===== config.mk =====
export PLATFORM = sky130hd
export DESIGN_NAME = pvz_background_fetch_flat
export DESIGN_NICKNAME = d
export VERILOG_FILES = /design/src/rtl/pvz_video_pkg.sv /design/src/rtl/pvz_background_fetch_if.sv /design/src/rtl/pvz_background_rom.sv /design/src/rtl/pvz_background_fetch.sv /design/src/flat_wrapper.sv
export SDC_FILE = /design/constraint.sdc
export NUM_CORES = 1
export LEC_CHECK = 0
export BUFFER_PORTS_ARGS = -buffer_cell sky130_fd_sc_hd__buf_2
export CORE_ASPECT_RATIO = 0.7
export CORE_MARGIN = 3
export CORE_UTILIZATION = 50
export CTS_CLUSTER_DIAMETER = 100
export DETAILED_ROUTE_END_ITERATION = 10
export PLACE_DENSITY = 0.72
export SYNTH_ARGS = -nofsm -noshare
export SYNTH_HDL_FRONTEND = slang
export SYNTH_SLANG_ARGS = --single-unit

===== constraint.sdc =====
create_clock -name Clk -period 4.99 [get_ports Clk]
set_input_delay 0.998 -clock Clk [delete_from_list [all_inputs] [get_ports Clk]]
set_output_delay 0.998 -clock Clk [all_outputs]
set_load 0.005 [all_outputs]

===== src/rtl/pvz_video_pkg.sv =====
// pvz_video_pkg: image geometry, pixel types and background contents shared by the video pipeline
package pvz_video_pkg;

    localparam int unsigned IMG_W  = 320;
    localparam int unsigned IMG_H  = 240;
    localparam int unsigned ADDR_W = 17;
    localparam int unsigned LAT    = 2;

    typedef logic [3:0]        pal_idx_t;
    typedef logic [9:0]        coord_t;
    typedef logic [ADDR_W-1:0] bg_addr_t;

    // Background index image: XOR-fold of the address nibbles, standing in for the image file.
    function automatic pal_idx_t bg_index(bg_addr_t a);
        return a[3:0] ^ a[7:4] ^ a[11:8] ^ a[15:12] ^ {3'b000, a[16]};
    endfunction

endpackage


===== src/rtl/pvz_background_fetch_if.sv =====
// pvz_background_fetch_if: VGA timing in, palette index plus delayed timing out
interface pvz_background_fetch_if import pvz_video_pkg::*; ();

    coord_t     DrawX;
    coord_t     DrawY;
    logic       video_on;
    logic       hsync_in;
    logic       vsync_in;
    logic [8:0] scroll_x;
    pal_idx_t   index;
    logic       video_on_out;
    logic       hsync_out;
    logic       vsync_out;

    modport master (
        output DrawX, DrawY, video_on, hsync_in, vsync_in, scroll_x,
        input  index, video_on_out, hsync_out, vsync_out
    );

    modport slave (
        input  DrawX, DrawY, video_on, hsync_in, vsync_in, scroll_x,
        output index, video_on_out, hsync_out, vsync_out
    );

endinterface


===== src/rtl/pvz_background_rom.sv =====
// pvz_background_rom: single-port background index ROM with one-cycle registered read
module pvz_background_rom import pvz_video_pkg::*; (
    input  logic     Clk,
    input  bg_addr_t addr_i,
    output pal_idx_t data_o
);

    pal_idx_t data_q;

    // Registered read; contents need no reset since the fetch stage gates them.
    always_ff @(posedge Clk) begin
        data_q <= bg_index(addr_i);
    end

    assign data_o = data_q;

endmodule


===== src/rtl/pvz_background_fetch.sv =====
// pvz_background_fetch: DrawX/DrawY to background palette index with 2x upscale and per-frame scroll
module pvz_background_fetch import pvz_video_pkg::*; (
    input  logic                  Clk,
    input  logic                  Reset,
    pvz_background_fetch_if.slave bus
);

    logic       vs_prev_q;
    logic [8:0] scroll_q, scroll_d;
    logic [8:0] x_img, y_img;
    logic [9:0] xs_sum, xs;
    bg_addr_t   addr_d, addr_q;
    logic       in_range_d, in_range_q, in_range2_q;
    logic       von1_q, hs1_q, vs1_q;
    logic       von2_q, hs2_q, vs2_q;
    pal_idx_t   rom_data;
    logic       unused_lsb;

    assign unused_lsb = bus.DrawX[0] ^ bus.DrawY[0];

    // Scroll latch on vsync falling edge, folded into 0..IMG_W-1; stage-1 address generation.
    always_comb begin
        scroll_d   = scroll_q;
        if (vs_prev_q && !bus.vsync_in)
            scroll_d = (bus.scroll_x < 9'(IMG_W)) ? bus.scroll_x : bus.scroll_x - 9'(IMG_W);
        x_img      = bus.DrawX[9:1];
        y_img      = bus.DrawY[9:1];
        xs_sum     = {1'b0, x_img} + {1'b0, scroll_q};
        xs         = (xs_sum >= 10'(IMG_W)) ? xs_sum - 10'(IMG_W) : xs_sum;
        in_range_d = bus.video_on && (y_img < 9'(IMG_H)) && (x_img < 9'(IMG_W));
        addr_d     = in_range_d ? (ADDR_W'(y_img) << 8) + (ADDR_W'(y_img) << 6) + ADDR_W'(xs) : '0;
    end

    // Two-stage pipeline registers; sync lines reset to their inactive high level.
    always_ff @(posedge Clk) begin
        if (Reset) begin
            vs_prev_q   <= 1'b1;
            scroll_q    <= '0;
            addr_q      <= '0;
            in_range_q  <= 1'b0;
            in_range2_q <= 1'b0;
            von1_q      <= 1'b0;
            hs1_q       <= 1'b1;
            vs1_q       <= 1'b1;
            von2_q      <= 1'b0;
            hs2_q       <= 1'b1;
            vs2_q       <= 1'b1;
        end else begin
            vs_prev_q   <= bus.vsync_in;
            scroll_q    <= scroll_d;
            addr_q      <= addr_d;
            in_range_q  <= in_range_d;
            in_range2_q <= in_range_q;
            von1_q      <= bus.video_on;
            hs1_q       <= bus.hsync_in;
            vs1_q       <= bus.vsync_in;
            von2_q      <= von1_q;
            hs2_q       <= hs1_q;
            vs2_q       <= vs1_q;
        end
    end

    pvz_background_rom u_rom (
        .Clk    (Clk),
        .addr_i (addr_q),
        .data_o (rom_data)
    );

    assign bus.index        = in_range2_q ? rom_data : '0;
    assign bus.video_on_out = von2_q;
    assign bus.hsync_out    = hs2_q;
    assign bus.vsync_out    = vs2_q;

endmodule


===== src/flat_wrapper.sv =====
// flat-port wrapper written by rule: the top's interface ports become plain ports
module pvz_background_fetch_flat import pvz_video_pkg::*;
  (Clk, Reset, bus_DrawX, bus_DrawY, bus_video_on, bus_hsync_in, bus_vsync_in, bus_scroll_x, bus_index, bus_video_on_out, bus_hsync_out, bus_vsync_out);
  pvz_background_fetch_if bus_i ();
  input  logic Clk;
  input  logic Reset;
  input wire logic [$bits(bus_i.DrawX)-1:0] bus_DrawX;
  input wire logic [$bits(bus_i.DrawY)-1:0] bus_DrawY;
  input wire logic [$bits(bus_i.video_on)-1:0] bus_video_on;
  input wire logic [$bits(bus_i.hsync_in)-1:0] bus_hsync_in;
  input wire logic [$bits(bus_i.vsync_in)-1:0] bus_vsync_in;
  input wire logic [$bits(bus_i.scroll_x)-1:0] bus_scroll_x;
  output wire logic [$bits(bus_i.index)-1:0] bus_index;
  output wire logic [$bits(bus_i.video_on_out)-1:0] bus_video_on_out;
  output wire logic [$bits(bus_i.hsync_out)-1:0] bus_hsync_out;
  output wire logic [$bits(bus_i.vsync_out)-1:0] bus_vsync_out;
  assign bus_i.DrawX = bus_DrawX;
  assign bus_i.DrawY = bus_DrawY;
  assign bus_i.video_on = bus_video_on;
  assign bus_i.hsync_in = bus_hsync_in;
  assign bus_i.vsync_in = bus_vsync_in;
  assign bus_i.scroll_x = bus_scroll_x;
  assign bus_index = bus_i.index;
  assign bus_video_on_out = bus_i.video_on_out;
  assign bus_hsync_out = bus_i.hsync_out;
  assign bus_vsync_out = bus_i.vsync_out;
  pvz_background_fetch u_core (.Clk(Clk), .Reset(Reset), .bus(bus_i));
endmodule

==> results by group, run 1 <==
Status
  – Status: finished, final reports clean

Clock network
  – TritonCTS Sinks: 38
  – Clock slew at reported path FFs: 0.08 ns
  – TritonCTS Buffers: 5
  – CTS tree: yes
  – CTS H-tree depth: 2
  – Latest clock arrival within the worst-skew pair: a little under 0.3 ns
  – CTS Root Buffer Type: clkbuf_8
  – Postcts setup bufs: 0
  – Hold_buf cts: 0
  – Maximum root-to-sink buffer count: 2
  – PostCTS Resize Cnt: 0

Route
  – Routed WL: between 4 and 5 mm
  – Max Used Layer: met4
  – Wire length on met2: approximately 1.7 mm
  – # DRC: 0
  – Antenna viol nets, final: 0
  – Drt first pass iters: 4
  – Drt via density: 5.10
  – Via count: 1,710
  – Routed wire length on met3: about 160 microns
  – Wire length per cell: between 10 and 15 microns
  – Drt initial violations: 46
  – M1 WL: between 2 and 2.5 mm

Timing
  – Worst slew pin tran: between 0.4 and 0.5 ns
  – Clock period minus worst slack: 4.75 ns
  – Normalized max-slew margin: between 60 and 70%
  – Skew final: between 0.006 and 0.007 ns
  – RSZ-0062 raised after global routing: false
  – Setup TNS: 0 ns
  – WHS: slightly above 0.4 ns
  – Setup violators final: 0
  – Setup ws final: 0.239 ns
  – Final period util: ~95%
  – Final hold viol count: 0
  – Fmax: roughly 210 MHz
  – Max-slew violations: 0

Final layout
  – Post-Layout Cell Count: roughly 340
  – Area delta synth->final: 17.1%
  – Fill cells: around 360
  – Diodes inserted: 0
  – Fin nets: roughly 350
  – Layout cell share with drive strength beyond 1: roughly 22%

Critical path
  – Critical Path AT: roughly 5.0 ns
  – Worst r2r src: u_core.scroll_q[0]
  – Buf+Inv Stages, Crit Path: 2
  – Crit Path Max Fanout: 4
  – Worst setup EP type: flop
  – CP max stage cell: fa_1
  – Critical path's largest stage delay: 0.49 ns
  – Worst reg2reg path endpoint: u_core.addr_q[15]
  – Reg2reg path depth: 15
  – Largest delay contributor family on the critical path: compound AO/OA/AOI/OAI gates
  – Crit path cell chain: buf_2 > ha_1 > fa_1 > a211oi_2 > o21ai_0 > xnor2_1 > o21ai_1 > mux2i_1 > fa_1 > inv_1 > fa_1 > a21o_1 > a21o_1 > a311o_1 > o31ai_2 > mux2i_1
  – WS Path Type: in2reg
  – Most common cell on crit path: fa_1
  – CP Data Required Time: 5.21 ns
  – R2R Setup Slk: 0.74 ns
  – Startpoint Class: input pin

Pwr
  – Pwr Total: 0.000784 W
  – PwrDens: roughly 300 mW/mm^2
  – Worst VDD drop: approximately 230 uV
  – Lkg Pwr: ~1.2 nW

Floorplan
  – # IOs: 41
  – Std cell rows: 19
  – Core area: 0.00409 sq mm
  – Die height: about 62 microns
  – Die W: roughly 86 microns
  – Die area: about 0.0053 sq mm
  – Initial Utilization: a little over half

Global routing
  – Grt ovf: 0
  – Largest net degree at the start of global routing: 17
  – Antenna violations before repair: 0
  – GR Util All Layers: 16.9%
  – Vias in the first global route: 1,558
  – First-pass GRT wire length: a little under 7 mm

Synth
  – Cells after synthesis: approximately 240
  – Unique masters post-synth: 41
  – Synthesized area per cell: 9.29 sq um
  – Synthesized Nets: 302
  – Yosys warning total: 0
  – Post-synthesis register bit count: 38
  – Post-synth design cell area: between 0.002 and 0.0025 sq mm
  – Seq/Total Area, Yosys: roughly 34%

Placed design
  – Inst Count DP: 327
  – PortBufs: 38
  – HPWL after DPL: about 3.3 mm
  – Routability cong.: 0.810
  – Placement Setup Slack: -0.0489 ns

Worst hold path
  – Worst hold path type: reg2reg
  – Hold EP: u_core.bus.hsync_out
  – Cell depth of the worst min-delay path: 1
  – Hold_sp: u_core.hs1_q

Job
  – Max Cap Violations: 0
-- flip-flops by register name, indices dropped and copies added (netlist names) --
signal / flops
u_core.in_range_q: 1
u_core.addr_q: 17
u_core.in_range2_q: 1
u_core.bus.hsync_out: 1
u_core.hs1_q: 1
u_core.bus.vsync_out: 1
u_core.vs_prev_q: 1
u_core.bus.video_on_out: 1
u_core.scroll_q: 9
u_core.von1_q: 1
u_core.u_rom.data_o: 4
-- per-stage QoR --
step | utilization [%] | cell area (sq um)
after global routing | 63.3 | 2590
after floorplan | - | 2210
final | 63.3 | 2590
after CTS | 63.3 | 2590
after detailed placement | 60.6 | 2480
after global placement | 60.6 | 2480
-- routing by layer --
metal  vias to the layer above  global-route usage, %
met1                       767                   24.6
met4                         0                   4.06
met3                         5                   4.81
met2                        24                   24.9
li1                        914                      -
met5                         -                      0
-- power breakdown --
group | total [W] | internal, W | switching, W
logic | 0.000199 | 0.0000933 | 0.000106
clock network | 0.000259 | 0.000149 | 0.000110
registers | 0.000326 | 0.000320 | 0.00000607
-- area by class of cell --
class	count	area, sq um	area share [%]
Inverter	12	45.0	1.74
Tap cell	52	65.1	2.51
Clock inverter	3	45.0	1.74
Clock buffer	5	68.8	2.66
Multi-Input combinational cell	183	1390	53.5
Sequential cell	38	761	29.4
Timing Repair Buffer	42	220	8.50
-- worst max-delay path by stage --
stage / start / to / cells past startpoint
floorplan: bus_DrawX[1] / u_core.addr_q[15] / 15
global placement: bus_DrawX[1] / u_core.addr_q[15] / 16
detailed placement: bus_DrawX[1] / u_core.addr_q[15] / 16
CTS: bus_DrawX[1] / u_core.addr_q[15] / 16
global route: bus_DrawX[1] / u_core.addr_q[15] / 16
finish: bus_DrawX[1] / u_core.addr_q[15] / 16
-- placed cells by master, fill, tap and decap left out, types with 2 or more instances in the layout --
cell        count
or3_1           2
nor3_1          3
o211a_1         2
nand2b_1        4
or2_2           4
a21o_1          6
mux2i_1         3
nor2_1         15
clkbuf_8        5
and2_1         12
a21oi_1        19
a211oi_1        3
clkinvlp_4      2
o21ai_1         3
fa_1            4
nor2b_1         5
nand4_1         2
buf_2          38
buf_4           4
inv_1          12
o211ai_1        3
a31oi_1         2
xor2_1          6
dfxtp_1        38
xnor2_1        16
ha_1           26
o21ai_0         8
nand3_1         3
nand2_1        18
-- Yosys cell counts --
cell type | instances | area share, %
a31oi_1 | 2 | 0.57
o211ai_2 | 1 | 0.57
nand2b_1 | 4 | 1.1
o31ai_2 | 1 | 0.57
or3_1 | 2 | 0.57
or2_2 | 4 | 1.1
nor2b_1 | 5 | 1.4
o21ai_1 | 3 | 0.68
o32ai_1 | 1 | 0.40
clkbuf_1 | 3 | 0.51
nand3_1 | 3 | 0.68
fa_1 | 4 | 3.6
nor3_1 | 3 | 0.68
o21a_1 | 1 | 0.34
nand4_1 | 2 | 0.57
ha_1 | 26 | 15
a211oi_4 | 1 | 0.91
a311o_1 | 1 | 0.45
nand2_1 | 18 | 3.1
buf_2 | 2 | 0.45
a211oi_2 | 1 | 0.57
a21boi_0 | 1 | 0.34
mux2i_1 | 3 | 1.4
xor2_1 | 6 | 2.4
o211ai_1 | 3 | 1.0
o41ai_1 | 1 | 0.40
nor3_2 | 1 | 0.45
a21o_1 | 6 | 2.0
a31oi_2 | 1 | 0.57
nand3_2 | 1 | 0.45
and2_1 | 12 | 3.4
inv_1 | 12 | 2.0
o21bai_1 | 1 | 0.34
xnor2_1 | 16 | 6.3
nor2_1 | 15 | 2.5
a21oi_1 | 19 | 4.3
dfxtp_1 | 38 | 34
a21o_2 | 1 | 0.40
a211oi_1 | 3 | 1.0
o211a_1 | 2 | 0.91
o21ai_0 | 8 | 1.8
-- kinds of logic after synthesis --
logic type / count (synthesis) / synth area share, %
AND/OR/NAND/NOR: 70 / 16.1
AO/OA/AOI/OAI: 58 / 18.2
flip-flops: 38 / 34.4
adder cells (fa/ha/maj): 30 / 18.3
XOR/XNOR: 22 / 8.71
buffers and inverters: 17 / 3.00
multiplexers: 3 / 1.36
-- worst reg2reg max path, cell delays in order, from the launching register on --
cell	delay [ns]
dfxtp_1	0.32
ha_1	0.20
fa_1	0.41
a211oi_2	0.26
o21ai_0	0.16
xnor2_1	0.29
o21ai_1	0.18
mux2i_1	0.17
fa_1	0.49
inv_1	0.07
fa_1	0.44
a21o_1	0.17
a21o_1	0.20
a311o_1	0.40
o31ai_2	0.22
mux2i_1	0.20
No activity file was read; power rests on OpenSTA's default activity.
==> inputs of run 2 (changes only) <==
Settings changed: PLACE_DENSITY 0.72 to 0.73.
Clock period 4.99 ns to 5.2 ns, I/O delays scaled along.
==> run 2 against run 1 <==
Compared with the run above:
- wire length fell by 1.4%
- cell count down 0.90%
- sequential share of layout area up 0.26 points
- register-to-register slack better by 0.09 ns
- total power fell by 5.0%
- final area decreased by 0.87%
- sequential power down 4%
- non-clock buffer count is 3 lower
- largest power group unchanged
==> results by group, run 2 (synthesis results as in run 1) <==
Status
  – Status: finished, final reports clean

Clock network
  – Hold_buf cts: 0
  – TritonCTS Sinks: 38
  – TritonCTS Buffers: 5
  – Maximum root-to-sink buffer count: 2
  – PostCTS Resize Cnt: 0
  – CTS H-tree depth: 2
  – Latest clock arrival within the worst-skew pair: 0.29 ns
  – Clock slew at reported path FFs: approximately 0.070 ns
  – CTS Root Buffer Type: clkbuf_8
  – Postcts setup bufs: 0
  – CTS tree: yes

Final layout
  – Fill cells: around 370
  – Final Core Density: between 60 and 70%
  – Layout cell share with drive strength beyond 1: a little over a fifth
  – Max reg flops: 17
  – Fin nets: around 340
  – Biggest register: u_core.addr_q
  – Diodes inserted: 0
  – Area delta synth->final: 16.1%
  – Most frequent cells in the layout: buf_2 (38), dfxtp_1 (38), ha_1 (26), a21oi_1 (19), nand2_1 (18)

Floorplan
  – Die W: 85.5 microns
  – # IOs: 41
  – Die area: 0.00527 sq mm
  – Initial Utilization: a little over half
  – Die height: 61.7 microns
  – Std cell rows: 19
  – Core area: 0.00409 sq mm

Global routing
  – Vias in the first global route: about 1,500
  – Antenna violations before repair: 0
  – Grt ovf: 0
  – Largest net degree at the start of global routing: 17
  – First-pass GRT wire length: roughly 6.5 mm
  – GR Util All Layers: ~16%

Critical path
  – CP Data Required Time: roughly 5.4 ns
  – Critical Path AT: between 5 and 6 ns
  – Startpoint Class: input pin
  – Largest delay contributor family on the critical path: adder cells
  – CP max stage cell: fa_1
  – Buf+Inv Stages, Crit Path: 2
  – WS Path Type: in2reg
  – Crit Path Max Fanout: 4
  – Critical path's largest stage delay: 0.49 ns
  – Worst setup EP type: flop
  – Crit path cell chain: buf_2 > ha_1 > fa_1 > a211oi_2 > o21ai_0 > xnor2_1 > o21ai_1 > mux2i_1 > fa_1 > inv_1 > fa_1 > a21o_1 > a21o_1 > a311o_1 > o31ai_2 > mux2i_1
  – Most common cell on crit path: fa_1

Timing
  – Setup violators final: 0
  – Worst slew pin tran: slightly above 0.5 ns
  – Max-slew violations: 0
  – RSZ-0062 raised after global routing: false
  – Normalized max-slew margin: 65.4%
  – Setup TNS: 0 ns
  – Clock period minus worst slack: 4.91 ns
  – Final hold viol count: 0
  – Fmax: around 200 MHz
  – Skew final: just over 0.006 ns
  – Final period util: between 90% and 100%

Route
  – Antenna viol nets, final: 0
  – Routed WL: 4.00 mm
  – Drt via density: between 5 and 6
  – Drt first pass iters: 4
  – # DRC: 0
  – Wire length per cell: around 12 microns
  – Via count: around 1,700
  – Drt initial violations: 71

Placed design
  – HPWL after DPL: 3.29 mm
  – Routability cong.: between 0.7 and 0.8
  – PortBufs: 38

Pwr
  – Sw Share: 28.1%
  – P_sw: 0.000209 W
  – Clk network pwr share: 33.2%
  – Logic pwr share: around 25%
  – Lkg Pwr: 1.20 nW
  – Reg power frac: 42.1%
  – Worst VDD drop: roughly 170 uV
  – PwrDens: approximately 290 mW/mm^2
  – Internal: about 0.00054 W

Job
  – Max Cap Violations: 0

Worst hold path
  – Worst hold path type: reg2reg
[run 2: cell types whose count changed in the layout (fill, tap and decap cells not counted), sizes merged]
cell  previous run  this run
buf             42        39
[run 2: power groups by stage]
stage	clock network, W	registers (W)	logic (W)
after floorplan	0	0.000319	0.000139
after global placement	0	0.000320	0.000180
after detailed placement	0	0.000320	0.000184
after CTS	0.000250	0.000314	0.000186
after global routing	0.000263	0.000315	0.000211
final	0.000247	0.000313	0.000184
[run 2: area by class of cell]
type	instances	area (sq um)	area share, %
multi-input combinational	183	1390	53.9
sequential	38	761	29.6
timing repair buffer	39	198	7.70
clock buffer	5	68.8	2.68
tap	52	65.1	2.53
clock inverter	3	45.0	1.75
inverter	12	45.0	1.75
[run 2: final timing paths]
check	startpoint	endpoint	slack, ns	depth (start not counted)
min	u_core.hs1_q	u_core.bus.hsync_out	0.41	1
max	bus_DrawX[1]	u_core.addr_q[15]	0.29	16
min reg2reg	u_core.hs1_q	u_core.bus.hsync_out	0.41	1
max reg2reg	u_core.scroll_q[0]	u_core.addr_q[15]	0.83	15
[run 2: layer usage]
layer	vias to the layer above	share of wire, %	GRT usage (%)
li1	908	-	-
met1	733	54	23.3
met2	22	41	22.8
met3	4	4.4	4.81
met4	0	0.93	4.74
met5	-	0	0
[run 2: per-stage QoR]
stage	instances	instance area [sq um]	power, W	setup slack [ns]	hold slack, ns
2_1_floorplan	238	2210	0.000457	0.415	0.389
3_3_place_gp	324	2450	0.000500	0.105	0.391
3_5_place_dp	324	2450	0.000504	0.0159	0.399
4_1_cts	332	2570	0.000750	0.306	0.417
5_1_grt	332	2570	0.000789	0.0415	0.422
6_report	332	2570	0.000745	0.290	0.412
==> inputs of run 3 (changes only) <==
Settings changed: CTS_CLUSTER_SIZE from default to 14, RECOVER_POWER from default to 25, SKIP_LAST_GASP from default to 1.
==> run 3 against run 2 <==
Compared with the run above:
- register-to-register slack about the same
- global-route usage unchanged
- maximum frequency unchanged
- sequential share of layout area is essentially flat
- first-iteration DRC count unchanged
- combinational power about the same
- largest cell class unchanged
- largest power group unchanged
- highest routed layer unchanged
==> results by group, run 3 (synthesis results as in run 1) <==
Status
  – Status: finished, final reports clean

Timing
  – Skew final: 0.00611 ns
  – Setup violators final: 0
  – Normalized max-slew margin: 57.4%
  – Setup TNS: 0 ns
  – RSZ-0062 raised after global routing: false
  – Final period util: 94.4%
  – Setup ws final: slightly below 0.3 ns
  – Worst slew pin tran: approximately 0.64 ns
  – Max-slew violations: 0
  – Clock period minus worst slack: approximately 4.9 ns
  – WHS: about 0.4 ns
  – Final hold viol count: 0
  – Fmax: 204 MHz

Pwr
  – Worst VDD drop: 165 uV
  – P_sw: about 0.00021 W
  – Lkg Pwr: 1.20 nW
  – Reg power frac: a little over two fifths
  – Clk network pwr share: between 30% and 40%
  – Logic pwr share: around a quarter
  – PwrDens: just under 300 mW/mm^2
  – Internal: 0.000536 W
  – Sw Share: between 20% and 30%

Clock network
  – CTS tree: yes
  – PostCTS Resize Cnt: 0
  – Clock slew at reported path FFs: roughly 0.070 ns
  – Latest clock arrival within the worst-skew pair: ~0.29 ns
  – CTS Root Buffer Type: clkbuf_8
  – TritonCTS Sinks: 38
  – Hold_buf cts: 0
  – Postcts setup bufs: 0
  – CTS H-tree depth: 2
  – TritonCTS Buffers: 5
  – Maximum root-to-sink buffer count: 2

Floorplan
  – Die height: around 60 microns
  – Std cell rows: 19
  – # IOs: between 40 and 50
  – Die W: roughly 86 microns
  – Initial Utilization: 54.1%
  – Die area: roughly 0.0053 sq mm
  – Core area: slightly above 0.004 sq mm

Critical path
  – Critical Path AT: 5.13 ns
  – Critical path's largest stage delay: 0.49 ns
  – CP max stage cell: fa_1
  – Worst setup EP type: flop
  – Crit Path Max Fanout: 4
  – Largest delay contributor family on the critical path: adder cells
  – Most common cell on crit path: fa_1
  – Crit path cell chain: buf_2 > ha_1 > fa_1 > a211oi_2 > o21ai_0 > xnor2_1 > o21ai_1 > mux2i_1 > fa_1 > inv_1 > fa_1 > a21o_1 > a21o_1 > a311o_1 > o31ai_2 > mux2i_1
  – Buf+Inv Stages, Crit Path: 2
  – CP Data Required Time: about 5.4 ns
  – WS Path Type: in2reg
  – Startpoint Class: input pin
  – R2R Setup Slk: ~0.83 ns

Global routing
  – Grt ovf: 0
  – Largest net degree at the start of global routing: 17
  – First-pass GRT wire length: roughly 6.5 mm
  – GR Util All Layers: between 10% and 20%
  – Antenna violations before repair: 0
  – Vias in the first global route: roughly 1,500

Route
  – Drt via density: 5.02
  – Drt first pass iters: 4
  – Antenna viol nets, final: 0
  – Via count: 1,667
  – Wire length per cell: 12.0 microns
  – # DRC: 0
  – Routed WL: between 3 and 4 mm
  – Drt initial violations: 71

Worst hold path
  – Worst hold path type: reg2reg

Placed design
  – Placement Setup Slack: about 0.016 ns
  – Cell Area, Placed: 0.00245 sq mm
  – Inst Count DP: roughly 320
  – PortBufs: 38
  – Routability cong.: between 0.7 and 0.8
  – HPWL after DPL: about 3.3 mm

Final layout
  – Biggest register: u_core.addr_q
  – Area delta synth->final: 16.0%
  – Diodes inserted: 0
  – Post-Layout Cell Count: ~330
  – Max reg flops: 17
  – Leading cell type in the layout, fill and taps excluded: dfxtp_1
  – Most frequent cells in the layout: dfxtp_1 (38), buf_2 (37), ha_1 (26), a21oi_1 (19), nand2_1 (18)
  – Layout cell share with drive strength beyond 1: between 20% and 30%
  – Layout Cell Area excl Fill: 0.00257 sq mm
  – Fin nets: around 340

Job
  – Max Cap Violations: 0
==> run 3: area by class of cell <==
class,count,area [sq um]
tap,52,65.1
inverter,12,45.0
fill,374,1520
sequential,38,761
clock inverter,3,45.0
clock buffer,5,68.8
timing repair buffer,39,196
multi-input combinational,183,1390
==> run 3: through the flow <==
stage                     power [W]  utilization (%)
after global routing       0.000789             62.8
after detailed placement   0.000504             60.0
after CTS                  0.000750             62.8
final                      0.000745             62.8
after global placement     0.000500             60.0
after floorplan            0.000457                -
==> run 3: worst paths after layout <==
kind | startpoint | end | cells after the start
setup / recovery | bus_DrawX[1] | u_core.addr_q[15] | 16
hold / removal | u_core.hs1_q | u_core.bus.hsync_out | 1
setup reg to reg | u_core.scroll_q[0] | u_core.addr_q[15] | 15
hold reg to reg | u_core.hs1_q | u_core.bus.hsync_out | 1
==> run 3: worst reg2reg max path, delay by kind of cell, from the launching register on <==
family,cells,cell delay (ns)
fa+ha+maj,4,1.64
mux,2,0.36
compound gates,7,1.62
flops,1,0.32
buf+inv,1,0.07
xor+xnor,1,0.28
==> run 3: power groups by stage <==
stage	Clock (W)	Combinational (W)	Sequential (W)
3_5_place_dp	0	0.000184	0.000320
5_1_grt	0.000263	0.000211	0.000315
6_report	0.000247	0.000184	0.000313
4_1_cts	0.000250	0.000186	0.000314
2_1_floorplan	0	0.000139	0.000319
3_3_place_gp	0	0.000180	0.000320
==> run 3: per-layer routing <==
metal	vias to the layer above	share of wire, %	track usage [%]
met5	-	0	0
met4	0	0.93	4.74
met3	4	4.4	4.81
met2	22	41	22.8
met1	733	54	23.3
li1	908	-	-
